==> src/rtl/uart_pkg.sv <==
// uart_pkg -- shared definitions for the UART transmit/receive blocks.
//   DATA_BITS            payload width (fixed at 8)
//   CLKS_PER_BIT_DEFAULT default clocks per serial bit (12 MHz / 115200)
//   IDLE_LEVEL           serial line level when no frame is in flight
//   uart_state_t         frame sequencing states (3-bit encoding)
package uart_pkg;

    localparam int   DATA_BITS            = 8;
    localparam int   CLKS_PER_BIT_DEFAULT = 104;
    localparam logic IDLE_LEVEL           = 1'b1;

    typedef enum logic [2:0] {
        IDLE   = 3'd0,
        START  = 3'd1,
        DATA   = 3'd2,
        PARITY = 3'd3,
        STOP   = 3'd4
    } uart_state_t;

endpackage

==> src/rtl/uart_baud_cnt.sv <==
// uart_baud_cnt -- bit-period divider shared by the UART transmitter and receiver.
// Counts 0..CLKS_PER_BIT-1 and wraps; tick is high for the single cycle the
// count sits at terminal count.
// Ports:
//   clk    system clock
//   rst_n  asynchronous active-low reset (count = 0)
//   clr    synchronous clear, restarts the bit period from 0
//   tick   one-cycle pulse at terminal count
module uart_baud_cnt
    import uart_pkg::*;
#(
    parameter int CLKS_PER_BIT = CLKS_PER_BIT_DEFAULT
) (
    input  logic clk,
    input  logic rst_n,
    input  logic clr,
    output logic tick
);

    localparam int CNT_W = (CLKS_PER_BIT > 1) ? $clog2(CLKS_PER_BIT) : 1;
    localparam logic [CNT_W-1:0] TC = CNT_W'(CLKS_PER_BIT - 1);

    logic [CNT_W-1:0] cnt;

    always_ff @(posedge clk or negedge rst_n) begin
        if (!rst_n) begin
            cnt <= '0;
        end else if (clr || (cnt == TC)) begin
            cnt <= '0;
        end else begin
            cnt <= cnt + CNT_W'(1);
        end
    end

    assign tick = (cnt == TC);

endmodule

==> src/rtl/uart_tx_core.sv <==
// uart_tx_core -- 8-bit UART transmitter, 8N1, LSB first, valid/ready input.
// Build option: define UART_TX_PARITY_EN to insert an even-parity bit between
// the data bits and the stop bit (8E1 framing).
// Ports:
//   clk       system clock
//   rst_n     asynchronous active-low reset
//   ena       wrapper enable; when low no new frame is accepted
//   tx_data   byte to send, latched on the accepting edge
//   tx_valid  producer has a byte
//   tx_ready  core accepts a byte this cycle (registered)
//   tx        serial line, idles high
//   busy      frame in progress (registered, aligned with tx)
//
// state  | meaning
// IDLE   | line high, tx_ready follows ena, waiting for a handshake
// START  | start bit (low) for one bit period
// DATA   | shift[0] on the line, eight bit periods
// PARITY | even parity of the latched byte (UART_TX_PARITY_EN only)
// STOP   | stop bit (high) for one bit period, then back to IDLE
module uart_tx_core
    import uart_pkg::*;
#(
    parameter int CLKS_PER_BIT = CLKS_PER_BIT_DEFAULT
) (
    input  logic       clk,
    input  logic       rst_n,
    input  logic       ena,
    input  logic [7:0] tx_data,
    input  logic       tx_valid,
    output logic       tx_ready,
    output logic       tx,
    output logic       busy
);

    uart_state_t          state;
    logic [DATA_BITS-1:0] shift;
    logic [2:0]           bit_cnt;
    logic                 tick;
    logic                 baud_clr;
    logic                 hs;
`ifdef UART_TX_PARITY_EN
    logic                 parity_bit;
`endif

    // tx_ready is only ever high in IDLE, so it alone qualifies the handshake.
    assign hs = tx_valid && tx_ready;

    // Holding the divider clear in IDLE makes START begin a full bit period
    // on the accepting edge; the tick clear restarts each following state.
    assign baud_clr = (state == IDLE) || tick;

    uart_baud_cnt #(
        .CLKS_PER_BIT(CLKS_PER_BIT)
    ) u_baud (
        .clk   (clk),
        .rst_n (rst_n),
        .clr   (baud_clr),
        .tick  (tick)
    );

    // Outputs are assigned from the state being entered, so tx/busy/tx_ready
    // change on the same edge as the state register.
    always_ff @(posedge clk or negedge rst_n) begin
        if (!rst_n) begin
            state      <= IDLE;
            tx         <= IDLE_LEVEL;
            tx_ready   <= 1'b0;
            busy       <= 1'b0;
            shift      <= '0;
            bit_cnt    <= '0;
`ifdef UART_TX_PARITY_EN
            parity_bit <= 1'b0;
`endif
        end else begin
            case (state)
                IDLE: begin
                    if (hs) begin
                        state      <= START;
                        tx         <= 1'b0;
                        busy       <= 1'b1;
                        tx_ready   <= 1'b0;
                        shift      <= tx_data;
                        bit_cnt    <= '0;
`ifdef UART_TX_PARITY_EN
                        parity_bit <= ^tx_data;
`endif
                    end else begin
                        tx       <= IDLE_LEVEL;
                        busy     <= 1'b0;
                        tx_ready <= ena;
                    end
                end
                START: begin
                    if (tick) begin
                        state <= DATA;
                        tx    <= shift[0];
                    end
                end
                DATA: begin
                    if (tick) begin
                        if (bit_cnt == 3'(DATA_BITS - 1)) begin
                            bit_cnt <= '0;
`ifdef UART_TX_PARITY_EN
                            state   <= PARITY;
                            tx      <= parity_bit;
`else
                            state   <= STOP;
                            tx      <= IDLE_LEVEL;
`endif
                        end else begin
                            bit_cnt <= bit_cnt + 3'd1;
                            shift   <= {1'b0, shift[DATA_BITS-1:1]};
                            tx      <= shift[1];
                        end
                    end
                end
`ifdef UART_TX_PARITY_EN
                PARITY: begin
                    if (tick) begin
                        state <= STOP;
                        tx    <= IDLE_LEVEL;
                    end
                end
`endif
                STOP: begin
                    if (tick) begin
                        state    <= IDLE;
                        tx       <= IDLE_LEVEL;
                        busy     <= 1'b0;
                        tx_ready <= ena;
                    end
                end
                default: begin
                    state    <= IDLE;
                    tx       <= IDLE_LEVEL;
                    busy     <= 1'b0;
                    tx_ready <= 1'b0;
                end
            endcase
        end
    end

endmodule

==> config.mk <==
export PLATFORM = sky130hd
export DESIGN_NAME = uart_tx_core
export DESIGN_NICKNAME = d
export VERILOG_FILES = /design/src/rtl/uart_pkg.sv /design/src/rtl/uart_baud_cnt.sv /design/src/rtl/uart_tx_core.sv
export SDC_FILE = /design/constraint.sdc
export NUM_CORES = 1
export LEC_CHECK = 0
export CAP_MARGIN = 20
export CELL_PAD_IN_SITES_DETAIL_PLACEMENT = 0
export CELL_PAD_IN_SITES_GLOBAL_PLACEMENT = 1
export CORE_MARGIN = 5
export CORE_UTILIZATION = 38
export CTS_BUF_LIST = sky130_fd_sc_hd__clkbuf_4 sky130_fd_sc_hd__clkbuf_8 sky130_fd_sc_hd__clkbuf_16
export DETAILED_ROUTE_END_ITERATION = 6
export HOLD_SLACK_MARGIN = 0.12
export PLACE_DENSITY = 0.75
export SYNTH_ARGS = -nofsm -noshare
export SYNTH_HDL_FRONTEND = slang
export SYNTH_SLANG_ARGS = --single-unit
==> constraint.sdc <==
create_clock -name clk -period 2.2 [get_ports clk]
set_input_delay 0.22 -clock clk [delete_from_list [all_inputs] [get_ports clk]]
set_output_delay 0.22 -clock clk [all_outputs]
set_load 0.02 [all_outputs]
* Word-level counts from Yosys, hierarchy flattened *
Cells that the tools add are included.

storage, ports and cells
  output and inout port bits = 3
  register bits = 24
  input bits = 12
  logic and storage cells = 59

cells by class
  add/subtract/negate cells = 2
  mux-type cells = 27
  bitwise logic cells = 1
  reduce and logical (&&, ||, !) cells = 11
  equality and inequality tests = 11

operator list
  kind                                                                   count
  3-bit two-way mux                                                      8
  8-bit two-way mux                                                      3
  8-bit one-hot mux with 2 select lines                                  1
  2-bit inequality test, second input constant                           6
  3-bit one-hot mux with 4 select lines                                  1
  1-bit two-way mux                                                      9
  7-bit by 1-bit adder with 7-bit output, second input constant          1
  7-bit equality test, second input constant                             1
  7-bit two-way mux                                                      1
  3-bit equality test, second input constant                             2
  1-bit one-hot mux with 3 select lines                                  2
  3-bit one-hot mux with 2 select lines                                  1
  3-bit AND reduction                                                    2
  5-bit AND reduction                                                    1
  1-bit one-hot mux with 4 select lines                                  1
  4-bit AND reduction                                                    1
  3-bit by 1-bit adder with 3-bit output, second input constant          1
  3-bit by 1-bit equality test with 1-bit output, second input constant  1
  3-bit by 2-bit equality test with 1-bit output, second input constant  1
  3-bit logical NOT                                                      1
  1-bit logical OR                                                       2
  2-bit AND reduction                                                    1
  2-bit nonzero test                                                     1
  2-bit OR reduction                                                     1
  2 further kinds                                                        2

* Logic depth before layout (Yosys ltp) *
  word-level depth = 4
  depth in mapped cells = 6
  gate-level depth less buffers = 6

* Cells and area by module *
A second synthesis with hierarchy kept.

unflattened totals
  cell total of the unflattened synthesis = 137
  area total of the unflattened synthesis = 1278.7 µm²

modules (own cells, without submodules)
  module         instances  cells each  sequential area each (µm²)  area each (µm²)
  uart_tx_core   1          104         426.7                       939.7
  uart_baud_cnt  1          33          175.2                       339.1

* Worst setup path before layout *
Ideal clock, no wire load.

  kind = reg-to-reg
  from = register u_baud.cnt[4]
  to = register shift[1]
  clock period less this slack = 2.056 ns
  data required time = 2.075 ns
  arrival = 1.931 ns
  cell stages (with the launch flop) = 6
  setup slack = 0.144 ns
  setup time = 0.125 ns
  path buffers = 1
  cells stage by stage = dfrtp_1 -> or3b_1 -> buf_2 -> or4_4 -> a21oi_4 -> mux2_2

on the way
  longest elaborated chain between the ends = 3

RTL lines
  item                                    RTL line             text
  start: declaration                      uart_baud_cnt.sv:23  logic [CNT_W-1:0] cnt;
  start signal: assignment                uart_baud_cnt.sv:31  cnt <= cnt + CNT_W'(1);
  7-bit equality test                     uart_baud_cnt.sv:35  assign tick = (cnt == TC);
  2-bit inequality test (no source line)  -
  4-bit AND reduction (no source line)    -
  end signal: assignment                  uart_tx_core.sv:82   shift <= tx_data;
  end signal: assignment                  uart_tx_core.sv:112  shift <= {1'b0, shift[DATA_BITS-1:1]};
  end: declaration                        uart_tx_core.sv:36   logic [DATA_BITS-1:0] shift;

Every way passes these cells.
A chain may end at the register's enable or synchronous reset.

* Final worst setup path *
  from = register bit_cnt[0]
  to = register shift[2]

on the way
  longest elaborated chain between the ends = 3

RTL lines
  item                                    RTL line             text
  start: declaration                      uart_tx_core.sv:37   logic [2:0] bit_cnt;
  start signal: assignment                uart_tx_core.sv:111  bit_cnt <= bit_cnt + 3'd1;
  3-bit equality test                     uart_tx_core.sv:101  if (bit_cnt == 3'(DATA_BITS - 1)) begin
  2-bit inequality test (no source line)  -
  4-bit AND reduction (no source line)    -

Every way passes these cells.

==> summary.md <==
| Metric | Value |
|---|---|
| CP Class | flop to flop |
| Starting density of the core | 0.395 |
| Pre-Repair DR Iteration Count | 4 |
| Fin crit share | 0.959 |
| Root Buffer | clkbuf_4 |
| Ys flop type | dfrtp_1 |
| Leak | 0.645 nW |
| Gr usage total | 0.120 |
| Cell family with most CP delay | simple AND/OR/NAND/NOR gates |
| Pin count of the biggest net entering global routing | 25 |
| Post-Synthesis Cells | 133 |
| Skew final | roughly 0.0084 ns |
| PwrDens | 941 nW/um2 |
| Critical path cell sequence | ha_1 > ha_1 > or4_4 > a21oi_4 > mux2_2 |
| Slowest CP cell | or4_4 |
| Gr ovfl total | 0 |
| CTS tree | built |
| Initial antenna violation count | 0 |
| Post-detail-place hpwl | 1950 um |
| Worst VDD drop | 0.000513 V |
| Fin nets | 168 |
| Antenna Nets Post-Route | 0 |
| Die area | about 4800 um2 |
| Crit-path max cell delay | 0.52 ns |
| Area contributors post-synth | dfrtp_1 43%, mux2_2 10%, o21ai_0 4.1% |
| CTS max path bufs | 2 |
| Crit path max fanout | 8 |
| Antenna Cells | 0 |
| Rows | 21 |
| Hold Fails Final Rpt | 0 |
| Max cap viols | 0 |
| Crit path top cell by count | ha_1 |
| Max-slew violation count | 0 |
| Net Count, Synth | 149 |
| Combinational fraction of design power | 0.353 |
| Layout area overhead | 19.5% |
| Worst skew pair latency | ~0.32 ns |
| Int Pwr | 0.000971 W |
| Outcome | finished, final reports clean |
| Yosys cell types | 39 |
| Worst Path Required | 2.42 ns |
| Final core occ | 0.472 |
| Initial DRC count | 79 |
| RePlAce Congestion | around 0.82 |
| Synth Cell Area | 1330 um2 |
| CP bufs+invs | 0 |
| Clk pwr share | 0.159 |
| Startpoint Class | flop |
| Area leader, netlist | dfrtp_1 |
| Setup violations, final | 0 |
| Critical Path AT | 2.33 ns |
| Post-synth top cells | 23 x dfrtp_1, 12 x mux2_2, 11 x nor2_1, 11 x o21ai_0, 9 x a21oi_1 |
| Syn. warnings | 0 |
| Total vias in the final route | 1020 |
| Asr flop ratio synth | 1.00 |
| NetSw | between 0.0005 and 0.0006 W |
| Hold/Removal Path Class | primary input to async pin |
| Syn_area_per_cell | around 10 um2 |
| Clock Pin Slew Worst Setup and Hold Paths | about 0.14 ns |
| Flops & latches, synth | 24 |
| Width of the die | 69.1 um |
| Number of global-route vias before repair | 1052 |
| Area fraction of the dominant cell type after synthesis | 0.433 |
| Post-CTS sizing | 0 |
| Routed len/inst | 13.5 um |
| Sequential area share after synthesis | 0.453 |
| Endpoint class of the critical path | flop |
| Chip Height | 69.1 um |
| Fin crit period | 2.11 ns |
| Max_slew headroom | 0.658 |
| Post-Place Cells | 192 |
| Slew @ Worst Pin | 0.507 ns |
| CTS Hold Buffers Added | 0 |
| Detailed Route WL | 2660 um |
| Layout cell share with drive strength beyond 1 | 0.205 |
| CTS Buf Count | 3 |
| Post-synth EDFFs | 0 |
| First-pass GRT wire length | ~4700 um |
| Part of the power in registers | 0.488 |
| I/O Pins | 15 |
| Post-route DRC violation count | 0 |
| Core area | 3360 um2 |
| Vias/cell | 5.18 |
| Number of port buffers | 14 |
| Fmax | 0.474 GHz |
| Htree depth | 1 |
| Final Non-Filler Cells | 197 |
| Post-CTS Setup Inserts | 0 |
| Sw Ratio | 0.350 |
| Clock Sink Count | 24 |
| Most frequent cell after synthesis | dfrtp_1 |
-- flip-flops by register name (all words and copies together), names as in the netlist --
signal and flops:
shift 8, u_baud.cnt 7, bit_cnt 3, state 3
busy 1, tx 1, tx_ready 1
-- power groups by stage --
stage                     sequential [W]  clock (W)  combinational, W
final                           0.000729   0.000237          0.000528
after global routing            0.000756   0.000261          0.000594
after detailed placement        0.000740          0          0.000534
after CTS                       0.000728   0.000244          0.000537
after floorplan                 0.000721          0          0.000371
after global placement          0.000733          0          0.000520
-- cell families (layout without fill, tap and decap cells) --
logic type               after synthesis  in the layout  share of synthesized area
AO/OA/AOI/OAI                         33             33                      0.158
flip-flops                            24             24                      0.453
AND/OR/NAND/NOR                       40             40                      0.168
multiplexers                          14             14                      0.117
buffers and inverters                 14             32                     0.0405
adder cells (fa/ha/maj)                4              4                     0.0377
XOR/XNOR                               4              4                     0.0264
-- layer usage --
metal | track usage | up-vias | wire, um
met3 | 0.0262 | 7 | 69
met5 | 0 | - | 0
met2 | 0.186 | 15 | 1200
li1 | - | 512 | -
met4 | 0.0651 | 0 | 58
met1 | 0.154 | 486 | 1330
-- final timing paths --
| check | from | endpoint | slack (ns) | cells past startpoint |
|---|---|---|---|---|
| setup reg to reg | bit_cnt[0]$_DFFE_PN0P_ | shift[2]$_DFFE_PN0P_ | 0.09 | 5 |
| setup / recovery | bit_cnt[0]$_DFFE_PN0P_ | shift[2]$_DFFE_PN0P_ | 0.09 | 5 |
| max in group asynchronous | rst_n | tx$_DFFE_PN1P_ | 1.67 | 2 |
| min in group clk | u_baud.cnt[0]$_DFF_PN0_ | u_baud.cnt[0]$_DFF_PN0_ | 0.47 | 1 |
| hold / removal | rst_n | shift[7]$_DFFE_PN0P_ | 0.25 | 2 |
| hold reg to reg | u_baud.cnt[0]$_DFF_PN0_ | u_baud.cnt[0]$_DFF_PN0_ | 0.47 | 1 |
-- final cells by class --
cell class / count / area, um2
multi-input combinational: 95 / 673
fill: 345 / 1780
sequential: 24 / 602
timing repair buffer: 21 / 193
inverter: 7 / 26.3
tap: 46 / 57.6
clock buffer: 4 / 36.3
-- cell usage in the layout (no fill, tap or decap), types with 2 or more instances in the layout --
cell and n:
nand4_1 2, nor3b_1 3, nand3_1 4, clkdlybuf4s50_1 14, mux2_2 12, xnor2_1 2
ha_1 4, buf_4 7, o211ai_1 2, nor2_1 11, nand2_1 6, nor3_1 2
xor2_1 2, and2b_2 2, a21oi_1 9, or2_2 2, clkbuf_4 3, inv_1 7
mux2i_1 2, o21ai_0 11, a22oi_1 3, dfrtp_1 23
-- per-stage QoR --
| step | setup TNS, ns | power [W] | setup WS (ns) | hold slack (ns) | instance area [um2] |
|---|---|---|---|---|---|
| floorplan | 0 | 0.00109 | 0.144 | -0.0756 | 1330 |
| global placement | 0 | 0.00125 | 0.0804 | 0.441 | 1540 |
| detailed placement | 0 | 0.00127 | 0.0456 | 0.453 | 1540 |
| CTS | 0 | 0.00151 | 0.0373 | 0.252 | 1580 |
| global route | -0.00207 | 0.00161 | -0.000965 | 0.270 | 1590 |
| finish | 0 | 0.00149 | 0.0898 | 0.246 | 1590 |
Note: power is estimated with default switching activity, not from simulation.
